$ cat config.mk
export PLATFORM = sky130hd
export DESIGN_NAME = fft_seq_ctrl_flat
export DESIGN_NICKNAME = d
export VERILOG_FILES = /design/src/rtl/fft_pkg.sv /design/src/rtl/fft_seq_ctrl_if.sv /design/src/rtl/fft_seq_ctrl_token_delay.sv /design/src/rtl/fft_seq_ctrl.sv /design/src/flat_wrapper.sv
export SDC_FILE = /design/constraint.sdc
export NUM_CORES = 1
export LEC_CHECK = 0
export BUFFER_PORTS_ARGS = -buffer_cell sky130_fd_sc_hd__buf_2
export CAP_MARGIN = 20
export CELL_PAD_IN_SITES_DETAIL_PLACEMENT = 0
export CELL_PAD_IN_SITES_GLOBAL_PLACEMENT = 1
export CORE_MARGIN = 2
export CORE_UTILIZATION = 48
export DETAILED_ROUTE_END_ITERATION = 12
export PLACE_DENSITY_LB_ADDON = 0.1
export SETUP_SLACK_MARGIN = 0.15
export SLEW_MARGIN = 20
export SYNTH_ARGS = -nofsm -noshare
export SYNTH_HDL_FRONTEND = slang
export SYNTH_HIERARCHICAL = 1
export SYNTH_SLANG_ARGS = --single-unit
$ cat constraint.sdc
create_clock -name clk -period 3.57 [get_ports clk]
set_input_delay 0.357 -clock clk [delete_from_list [all_inputs] [get_ports clk]]
set_output_delay 0.357 -clock clk [all_outputs]
set_load 0.005 [all_outputs]
$ cat src/rtl/fft_pkg.sv
// Shared definitions for the radix-2 SDF FFT pipeline: default size, latency
// formula, sample types and the output index bit reversal.
package fft_pkg;

  localparam int N_DEFAULT = 3;

  typedef logic signed [15:0] fpt;
  typedef struct packed {
    fpt re;
    fpt im;
  } cpx;

  typedef enum logic [1:0] {
    SEQ_IDLE,
    SEQ_RUN,
    SEQ_FLUSH
  } seq_state_e;

  function automatic int pipe_lat(input int n);
    return (1 << n) - 1 + n;
  endfunction

  // Reverses the low n bits of v; bits at and above n come back as zero.
  function automatic logic [15:0] bitrev(input logic [15:0] v, input int n);
    logic [15:0] r;
    r = '0;
    for (int i = 0; i < 16; i++) begin
      if (i < n) r = r | (((v >> i) & 16'd1) << (n - 1 - i));
    end
    return r;
  endfunction

endpackage

$ cat src/rtl/fft_seq_ctrl_if.sv
// Sample handshake plus output-side qualifiers between the frame sequencer
// and the FFT datapath.
interface fft_seq_ctrl_if import fft_pkg::*; #(
  parameter int N = N_DEFAULT
) ();

  logic         in_valid;
  logic         in_ready;
  logic         start_ip;
  logic         smp_en;
  logic         out_valid;
  logic         out_first;
  logic [N-1:0] out_idx;

  modport master (
    output in_valid,
    input  in_ready, start_ip, smp_en, out_valid, out_first, out_idx
  );

  modport slave (
    input  in_valid,
    output in_ready, start_ip, smp_en, out_valid, out_first, out_idx
  );

endinterface

$ cat src/rtl/fft_seq_ctrl_token_delay.sv
// Fixed-latency token shift register; a set clr_mask bit empties the matching
// entry as it is written, so tokens of an aborted frame never reach the output.
module token_delay import fft_pkg::*; #(
  parameter int DEPTH = pipe_lat(N_DEFAULT),
  parameter int WIDTH = 2
) (
  input  logic             clk,
  input  logic             reset,
  input  logic [WIDTH-1:0] din,
  input  logic [DEPTH-1:0] clr_mask,
  output logic [WIDTH-1:0] dout,
  output logic             any_valid
);

  logic [WIDTH-1:0] line_q [DEPTH];
  logic [WIDTH-1:0] line_d [DEPTH];

  always_comb begin
    line_d[0] = clr_mask[0] ? '0 : din;
    for (int i = 1; i < DEPTH; i++) begin
      line_d[i] = clr_mask[i] ? '0 : line_q[i-1];
    end
  end

  always_ff @(posedge clk or posedge reset) begin
    if (reset) begin
      for (int i = 0; i < DEPTH; i++) line_q[i] <= '0;
    end else begin
      for (int i = 0; i < DEPTH; i++) line_q[i] <= line_d[i];
    end
  end

  // The valid flag is the top bit of every entry.
  always_comb begin
    any_valid = 1'b0;
    for (int i = 0; i < DEPTH; i++) any_valid = any_valid | line_q[i][WIDTH-1];
  end

  assign dout = line_q[DEPTH-1];

endmodule

$ cat src/rtl/fft_seq_ctrl.sv
// Frame sequencer: accepts 2^N-sample frames, launches stage 1, tracks tokens
// through the pipeline latency and aborts/flushes frames cut by an input gap.
module fft_seq_ctrl import fft_pkg::*; #(
  parameter int N         = N_DEFAULT,
  parameter int PIPE_LAT  = pipe_lat(N),
  parameter int FLUSH_LEN = 1 << N
) (
  input  logic                 clk,
  input  logic                 reset,
  fft_seq_ctrl_if.slave        bus,
  output logic                 frame_err,
  output logic [15:0]          frames_done,
  output logic                 busy
);

  localparam int FW = $clog2(FLUSH_LEN + 1);
  localparam logic [N-1:0] CNT_LAST = '1;

  seq_state_e    state_q, state_d;
  logic [N-1:0]  icnt_q, icnt_d;
  logic [N-1:0]  ocnt_q, ocnt_d;
  logic [FW-1:0] fcnt_q, fcnt_d;
  logic          in_ready_q, in_ready_d;
  logic          start_ip_q, start_ip_d;
  logic          smp_en_q, smp_en_d;
  logic          frame_err_q, frame_err_d;
  logic [15:0]   frames_done_q, frames_done_d;
  logic          acc;
  logic          abort;
  logic [PIPE_LAT-1:0] clr_mask;
  logic [1:0]    tok_out;
  logic          tok_any;
  logic [N-1:0]  idx_nat;

  assign acc = bus.in_valid & in_ready_q;

  // icnt wraps naturally at 2^N, which is exactly the frame boundary.
  always_comb begin
    state_d = state_q;
    icnt_d  = icnt_q;
    fcnt_d  = fcnt_q;
    abort   = 1'b0;
    case (state_q)
      SEQ_IDLE: begin
        if (acc) begin
          icnt_d  = icnt_q + 1'b1;
          state_d = SEQ_RUN;
        end
      end
      SEQ_RUN: begin
        if (acc) begin
          icnt_d = icnt_q + 1'b1;
        end else if (!bus.in_valid) begin
          if (icnt_q == '0) begin
            state_d = SEQ_IDLE;
          end else begin
            abort   = 1'b1;
            icnt_d  = '0;
            fcnt_d  = '0;
            state_d = SEQ_FLUSH;
          end
        end
      end
      SEQ_FLUSH: begin
        if (fcnt_q == FW'(FLUSH_LEN - 1)) state_d = SEQ_IDLE;
        else                               fcnt_d  = fcnt_q + 1'b1;
      end
      default: state_d = SEQ_IDLE;
    endcase

    in_ready_d  = (state_d != SEQ_FLUSH);
    start_ip_d  = acc & (icnt_q == '0);
    smp_en_d    = acc;
    frame_err_d = abort;
  end

  // The partial frame's icnt tokens are the newest entries after this shift.
  always_comb begin
    clr_mask = '0;
    for (int i = 0; i < PIPE_LAT; i++) clr_mask[i] = abort && (i < int'(icnt_q));
  end

  token_delay #(.DEPTH(PIPE_LAT), .WIDTH(2)) u_token_delay (
    .clk       (clk),
    .reset     (reset),
    .din       ({smp_en_q, start_ip_q}),
    .clr_mask  (clr_mask),
    .dout      (tok_out),
    .any_valid (tok_any)
  );

  assign bus.out_valid = tok_out[1];
  assign bus.out_first = tok_out[0];

  always_comb begin
    ocnt_d        = ocnt_q;
    frames_done_d = frames_done_q;
    if (bus.out_first)      ocnt_d = {{(N-1){1'b0}}, 1'b1};
    else if (bus.out_valid) ocnt_d = ocnt_q + 1'b1;
    if (bus.out_valid && ocnt_q == CNT_LAST) frames_done_d = frames_done_q + 16'd1;
  end

  always_ff @(posedge clk or posedge reset) begin
    if (reset) begin
      state_q       <= SEQ_IDLE;
      icnt_q        <= '0;
      ocnt_q        <= '0;
      fcnt_q        <= '0;
      in_ready_q    <= 1'b0;
      start_ip_q    <= 1'b0;
      smp_en_q      <= 1'b0;
      frame_err_q   <= 1'b0;
      frames_done_q <= '0;
    end else begin
      state_q       <= state_d;
      icnt_q        <= icnt_d;
      ocnt_q        <= ocnt_d;
      fcnt_q        <= fcnt_d;
      in_ready_q    <= in_ready_d;
      start_ip_q    <= start_ip_d;
      smp_en_q      <= smp_en_d;
      frame_err_q   <= frame_err_d;
      frames_done_q <= frames_done_d;
    end
  end

  assign idx_nat      = bus.out_first ? '0 : ocnt_q;
  assign bus.out_idx  = N'(bitrev(16'(idx_nat), N));
  assign bus.in_ready = in_ready_q;
  assign bus.start_ip = start_ip_q;
  assign bus.smp_en   = smp_en_q;
  assign frame_err    = frame_err_q;
  assign frames_done  = frames_done_q;
  assign busy         = (state_q != SEQ_IDLE) | tok_any | smp_en_q;

endmodule

$ cat src/flat_wrapper.sv
// flat-port wrapper written by rule: the top's interface ports become plain ports
module fft_seq_ctrl_flat import fft_pkg::*;
#(
  parameter int N         = N_DEFAULT,
  parameter int PIPE_LAT  = pipe_lat(N),
  parameter int FLUSH_LEN = 1 << N
)
  (clk, reset, frame_err, frames_done, busy, bus_in_valid, bus_in_ready, bus_start_ip, bus_smp_en, bus_out_valid, bus_out_first, bus_out_idx);
  fft_seq_ctrl_if #(.N(N)) bus_i ();
  input  logic clk;
  input  logic reset;
  output logic frame_err;
  output logic [15:0] frames_done;
  output logic busy;
  input wire logic [$bits(bus_i.in_valid)-1:0] bus_in_valid;
  output wire logic [$bits(bus_i.in_ready)-1:0] bus_in_ready;
  output wire logic [$bits(bus_i.start_ip)-1:0] bus_start_ip;
  output wire logic [$bits(bus_i.smp_en)-1:0] bus_smp_en;
  output wire logic [$bits(bus_i.out_valid)-1:0] bus_out_valid;
  output wire logic [$bits(bus_i.out_first)-1:0] bus_out_first;
  output wire logic [$bits(bus_i.out_idx)-1:0] bus_out_idx;
  assign bus_i.in_valid = bus_in_valid;
  assign bus_in_ready = bus_i.in_ready;
  assign bus_start_ip = bus_i.start_ip;
  assign bus_smp_en = bus_i.smp_en;
  assign bus_out_valid = bus_i.out_valid;
  assign bus_out_first = bus_i.out_first;
  assign bus_out_idx = bus_i.out_idx;
  fft_seq_ctrl #(.N(N), .PIPE_LAT(PIPE_LAT), .FLUSH_LEN(FLUSH_LEN)) u_core (.clk(clk), .reset(reset), .bus(bus_i), .frame_err(frame_err), .frames_done(frames_done), .busy(busy));
endmodule
==> flow_summary_export.csv, run 1 <==
group,metric,value,unit
pwr,ir_drop,0.000358,V
finish,multiInputGateArea,821,um^2
status,run_status,"finished, final reports clean",
synth,ys_seq_elements,52,
place,hpwl,2720,um
synth,netlist_area,2180,um^2
pwr,p_clk_frac,0.244,
route,postRouteAntennaNets,0,
setup_path,path_class,"reg -> out",
setup_path,startpoint_type,"flop",
setup_path,cp_max_fo,2,
finish,final_area,2470,um^2
sta,fmax,485,MHz
route,drc,0,
setup_path,end_kind,"output port",
finish,num_antenna_cells,0,
floorplan,core-area,4350,um^2
setup_path,crit_path_max_incr_delay,460,ps
pwr,p_switching,432,uW
cts,cts_tree,"done",
sta,finalSetupViolCount,0,
sta,tns,0,ps
floorplan,io_pins,29,
pwr,power.density,614,nW/um^2
route,firstDrtPassIters,4,
sta,min_period,2060,ps
cts,cts-root-buf,"clkbuf_8",
sta,holdWs,189,ps
pwr,pwr-share-comb,0.215,
finish,final_cell_mix,"dfrtp_1, buf_2, nor2b_1, xnor2_1, nand2_1",
setup_path,crit_end,"busy",
synth,ys_seq_area_frac,0.597,
pwr,internal_power,1.09,mW
sta,fin_worst_skew,6.93,ps
route,vias,1381,
grt,met2_usage,0.250,
finish,nFillCells,371,
setup_path,cpMaxStageDelayCell,"or4_1",
cts,cts_buffers,5,
pwr,seqPwrFrac,0.541,
sta,drv_slew,0,
floorplan,rows,24,
setup_path,timing.rr.start,"u_core/ocnt_q[0]$_DFFE_PP0P_",
pwr,leakagePower,1.28,nW
setup_path,crit_arrival,1700,ps
setup_path,crit_required,3210,ps
finish,finalNetCount,230,
grt,grt_overflow_total,0,
cts,ctsResizeCount,0,
floorplan,die_h,71.4,um
cts,cts_max_path_buffers,2,
cts,cts.htree.levels,2,
cts,post-cts-setup-buffer-count,0,
floorplan,start_util,0.501,
job,maxCapViolCount,0,
route,vias_per_cell,5.08,
cts,cts_hold_buf,0,
place,placed_area,2370,um^2
floorplan,die_x,71.4,um
grt,grt_pass1_vias,1402,
route,dr.first_iter.drc_count,99,
synth,syn_inst,185,
route,post_drt_wl_per_cell,13.5,um
place,gp_congestion,0.774,
setup_path,ff2ff_path_depth,6,
grt,grt_max_degree,23,
sta,worst_pin_slew,822,ps
hold_path,hold_class,"in -> async",
sta,slew_headroom,0.452,
grt,antenna_found_initial,0,
synth,yosysUniqueCellTypes,33,
grt,track_usage,0.161,
synth,yosys_warnings,6,
setup_path,reg2reg_setup_slack,1850,ps
sta,finalHoldViolCount,0,
grt,busiest_layer,"met2",
synth,syn_area_per_cell,11.8,um^2
grt,grt_pass1_wl,6420,um
grt,gr-usage-met1,0.218,
pwr,p_sw_frac,0.285,
cts,clk_latency,290,ps
setup_path,crit_chain,"nor4_1, nand3_1, or4_1, buf_2",
sta,timing.final.crit_share,0.577,
grt,use_met3,0.0464,
finish,regArea,1300,um^2
sta,rsz0062_at_grt,"false",
cts,clkSlewWorstSetupHoldPaths,80,ps
finish,drive_gt1_frac,0.182,
place,portBuffers,28,
finish,areaGrowthSynthToFinish,13.4,%
floorplan,die_area,5100,um^2
finish,final_common_cell,"dfrtp_1",
route,routed_wl,3680,um
setup_path,r2r-end,"u_core/frames_done[7]$_DFFE_PP0P_",
setup_path,cp-startpoint,"u_core/u_token_delay/line_q[13]$_DFF_PP0_",
cts,clock-sinks,52,
flip-flops by register name, summed over array words and instances (netlist names):
signal                       flops
u_core/frames_done              16
u_core/ocnt_q                    3
u_core/icnt_q                    3
u_core/u_token_delay/dout        2
u_core/frame_err                 1
u_core/bus.in_ready              1
u_core/bus.start_ip              1
u_core/state_q                   2
u_core/bus.smp_en                1
u_core/fcnt_q                    4
u_core/u_token_delay/line_q     18
power groups by stage:
| stage | Clock [mW] | Combinational [mW] | Sequential (mW) |
|---|---|---|---|
| floorplan | 0 | 0.255 | 0.799 |
| global placement | 0 | 0.318 | 0.825 |
| detailed placement | 0 | 0.326 | 0.830 |
| CTS | 0.387 | 0.330 | 0.822 |
| global route | 0.411 | 0.373 | 0.842 |
| finish | 0.370 | 0.326 | 0.821 |
kinds of logic after synthesis:
| kind of cell | count (synthesis) | synth area share |
|---|---|---|
| simple gates | 75 | 0.197 |
| flops | 52 | 0.597 |
| xor+xnor | 17 | 0.0718 |
| buf+inv | 15 | 0.0350 |
| compound gates | 14 | 0.0390 |
| fa+ha+maj | 6 | 0.0344 |
| mux | 5 | 0.0241 |
| other cells | 1 | 0.00172 |
metal layers:
layer	vias up	part of all wire
met4	0	0.012
met3	5	0.055
met5	-	0
met2	40	0.46
met1	666	0.47
li1	670	-
worst min-delay path by stage:
stage | from | slack, ps | endpoint | cells past startpoint
6_report | reset | 190 | u_core/u_token_delay/dout[0]$_DFF_PP0_ | 2
5_1_grt | reset | 260 | u_core/u_token_delay/line_q[4]$_DFF_PP0_ | 2
4_1_cts | reset | 210 | u_core/u_token_delay/dout[0]$_DFF_PP0_ | 2
3_5_place_dp | u_core/u_token_delay/line_q[16]$_DFF_PP0_ | 450 | u_core/u_token_delay/line_q[14]$_DFF_PP0_ | 1
3_3_place_gp | u_core/u_token_delay/line_q[14]$_DFF_PP0_ | 450 | u_core/u_token_delay/line_q[12]$_DFF_PP0_ | 1
2_1_floorplan | reset | 320 | u_core/u_token_delay/dout[0]$_DFF_PP0_ | 1
Yosys cell counts:
master | count | area (um^2)
a21o_1 | 1 | 7.51
a21oi_1 | 4 | 20.0
a22o_1 | 1 | 8.76
a31oi_1 | 3 | 18.8
and2_1 | 2 | 12.5
and3_1 | 3 | 18.8
and3_4 | 2 | 22.5
and4_1 | 3 | 26.3
buf_2 | 1 | 5.00
buf_4 | 3 | 22.5
buf_6 | 1 | 11.3
conb_1 | 1 | 3.75
dfrtp_1 | 52 | 1300
ha_1 | 6 | 75.1
inv_1 | 10 | 37.5
mux2_2 | 2 | 22.5
mux2i_1 | 3 | 30.0
nand2_1 | 11 | 41.3
nand2b_1 | 3 | 18.8
nand3_1 | 8 | 40.0
nand3b_1 | 1 | 7.51
nand4_1 | 2 | 12.5
nor2_1 | 10 | 37.5
nor2b_1 | 24 | 150
nor3b_1 | 2 | 15.0
nor4_1 | 2 | 12.5
o211ai_1 | 2 | 15.0
o21ai_0 | 3 | 15.0
or3_1 | 1 | 6.26
or4_1 | 1 | 7.51
xnor2_1 | 14 | 123
xor2_1 | 2 | 17.5
xor2_2 | 1 | 16.3
metrics by stage:
step	cells	power, mW	utilization	worst slack [ps]
CTS	272	1.54	0.568	1490
global route	272	1.63	0.568	1350
detailed placement	266	1.16	0.545	1830
floorplan	190	1.05	-	1910
global placement	266	1.14	0.545	1830
finish	272	1.52	0.568	1510
cell type report:
class	count	area share
tap	52	0.0263
clock buffer	5	0.0278
sequential	52	0.527
multi-input combinational	123	0.332
clock inverter	1	0.0122
timing repair buffer	29	0.0597
inverter	10	0.0152
critical path: cells and delay by family (launching register included):
kind | cells | cell delay (ps)
buffers and inverters | 1 | 140
flip-flops | 1 | 380
AND/OR/NAND/NOR | 3 | 880
(Power assumes the default switching activity.)
==> inputs of run 2 (changes only) <==
- CORE_UTILIZATION: 48 -> 41
- clock period: 3.57 -> 1.7 ns (I/O delays scaled with it)
==> run 2 against run 1 <==
Net effect: the run now ends with negative setup slack left; first-iteration DRC count fell by 67%; cell count rose by 11%; sequential power rose by 110%; global-route usage fell by 2.3 points; combinational power rose to 2.5 times the previous value; non-clock buffer count rose by 11; clock skew rose by 4.3 ps; register-to-register slack got worse by 1700 ps; critical path type unchanged; critical endpoint unchanged; largest power group unchanged.
==> flow_summary_export.csv, run 2 (same netlist as run 1, synthesis figures left out) <==
group,metric,value,unit
cts,clk_latency,300,ps
finish,largest_reg_flops,18,
route,routed_wl,3780,um
setup_path,reg2reg_setup_slack,110,ps
job,maxCapViolCount,0,
route,postRouteAntennaNets,0,
grt,grt_overflow_total,0,
status,violations,"negative setup slack",
floorplan,io_pins,29,
status,run_status,"finished, violations left",
floorplan,start_util,0.427,
finish,num_antenna_cells,0,
sta,worst_pin_slew,720,ps
sta,min_period,1770,ps
place,gp_congestion,0.775,
finish,areaGrowthSynthToFinish,22.3,%
grt,grt_pass1_wl,6550,um
route,post_drt_wl_per_cell,12.5,um
place,place_inst,285,
finish,final_cell_mix,"dfrtp_1, buf_2, nor2b_1, buf_4, xnor2_1",
grt,antenna_found_initial,0,
place,portBuffers,28,
setup_path,end_kind,"output port",
setup_path,r2r-end,"u_core/frames_done[8]$_DFFE_PP0P_",
sta,finalSetupViolCount,1,
cts,cts_tree,"done",
hold_path,min_to,"u_core/state_q[0]$_DFF_PP0_",
route,drc,0,
setup_path,crit_required,1530,ps
floorplan,die_h,76.9,um
sta,timing.final.crit_share,1.04,
sta,slew_headroom,0.519,
route,vias_per_cell,4.74,
sta,holdWs,166,ps
cts,clkSlewWorstSetupHoldPaths,90,ps
setup_path,cp_max_fo,2,
cts,clock-sinks,52,
grt,grt_pass1_vias,1408,
pwr,fin_total_pwr,3.28,mW
route,vias,1436,
finish,fin_util,0.522,
finish,finalNetCount,241,
setup_path,path_class,"reg -> out",
floorplan,rows,26,
pwr,power.density,1230,nW/um^2
cts,cts-root-buf,"clkbuf_8",
setup_path,ff2ff_path_depth,6,
sta,fin_worst_skew,11.3,ps
setup_path,cpMaxStageDelayCell,"dfrtp_1",
cts,cts_max_path_buffers,2,
hold_path,worstHoldStart,"bus_in_valid",
grt,track_usage,0.138,
pwr,leakagePower,1.39,nW
floorplan,die_area,5920,um^2
sta,finalHoldViolCount,0,
finish,fin_cells,303,
setup_path,crit_path_max_incr_delay,400,ps
sta,rsz0062_at_grt,"true",
floorplan,die_x,76.9,um
sta,drv_slew,0,
setup_path,crit_chain,"nor4_2, nand3_1, or4_1, buf_2",
hold_path,holdPathStages,2,
setup_path,timing.rr.start,"u_core/ocnt_q[1]$_DFFE_PP0P_",
route,firstDrtPassIters,5,
floorplan,core-area,5110,um^2
finish,top_register,"u_core/u_token_delay/line_q",
finish,final_common_cell,"dfrtp_1",
finish,drive_gt1_frac,0.279,
cts,cts.htree.levels,2,
pwr,ir_drop,0.000795,V
sta,finalWorstSetupSlack,-69.3,ps
sta,fmax,565,MHz
hold_path,hold_class,"in -> reg",
route,dr.first_iter.drc_count,33,
place,hpwl,2650,um
cts,cts_buffers,5,
setup_path,crit_arrival,1600,ps
setup_path,startpoint_type,"flop",
grt,grt_max_degree,33,
[run 2: area by class of cell]
type / count / area (um^2)
Multi-Input combinational cell: 123 / 912
Inverter: 10 / 37.5
Sequential cell: 52 / 1300
Clock buffer: 7 / 86.3
Tap cell: 70 / 87.6
Fill cell: 478 / 2440
Clock inverter: 1 / 7.51
Timing Repair Buffer: 40 / 233
[run 2: critical path, delay by kind of cell (launching register included)]
family / cells / cell delay (ps)
flops: 1 / 400
buf+inv: 1 / 140
simple gates: 3 / 770
[run 2: routing by layer]
layer | GRT usage | vias up | wire length (um)
li1 | - | 700 | -
met1 | 0.179 | 703 | 1730
met2 | 0.228 | 28 | 1830
met3 | 0.0365 | 5 | 168
met4 | 0.0436 | 0 | 48
met5 | 0 | - | 0
[run 2: what timing repair did]
action	in CTS	in global routing
setup buffers	5	4
pin swaps	6	9
setup endpoints to repair	7	10
resized for setup	2	14
hold endpoints to repair	32	0
hold buffers	1	0
[run 2: power by group]
| part | total, mW | switching [mW] | internal (mW) |
|---|---|---|---|
| logic | 0.823 | 0.384 | 0.440 |
| clock network | 0.720 | 0.388 | 0.331 |
| registers | 1.74 | 0.214 | 1.53 |
[run 2: worst max-delay path by stage]
stage | from | end | slack [ps] | cells past startpoint
6_report | u_core/u_token_delay/line_q[3]$_DFF_PP0_ | busy | -70 | 4
2_1_floorplan | u_core/ocnt_q[0]$_DFFE_PP0P_ | u_core/frames_done[7]$_DFFE_PP0P_ | 120 | 7
4_1_cts | u_core/u_token_delay/line_q[15]$_DFF_PP0_ | busy | -120 | 4
3_3_place_gp | u_core/ocnt_q[0]$_DFFE_PP0P_ | u_core/frames_done[8]$_DFFE_PP0P_ | 140 | 6
3_5_place_dp | u_core/ocnt_q[0]$_DFFE_PP0P_ | u_core/frames_done[8]$_DFFE_PP0P_ | 90 | 6
5_1_grt | u_core/u_token_delay/line_q[3]$_DFF_PP0_ | busy | -190 | 4
[run 2: metrics by stage]
| stage | TNS, ps | instance area, um^2 | setup slack [ps] |
|---|---|---|---|
| 6_report | -69.3 | 2670 | -69.3 |
| 5_1_grt | -188 | 2670 | -188 |
| 4_1_cts | -120 | 2570 | -120 |
| 3_5_place_dp | 0 | 2420 | 85.4 |
| 3_3_place_gp | 0 | 2420 | 139 |
| 2_1_floorplan | 0 | 2220 | 119 |
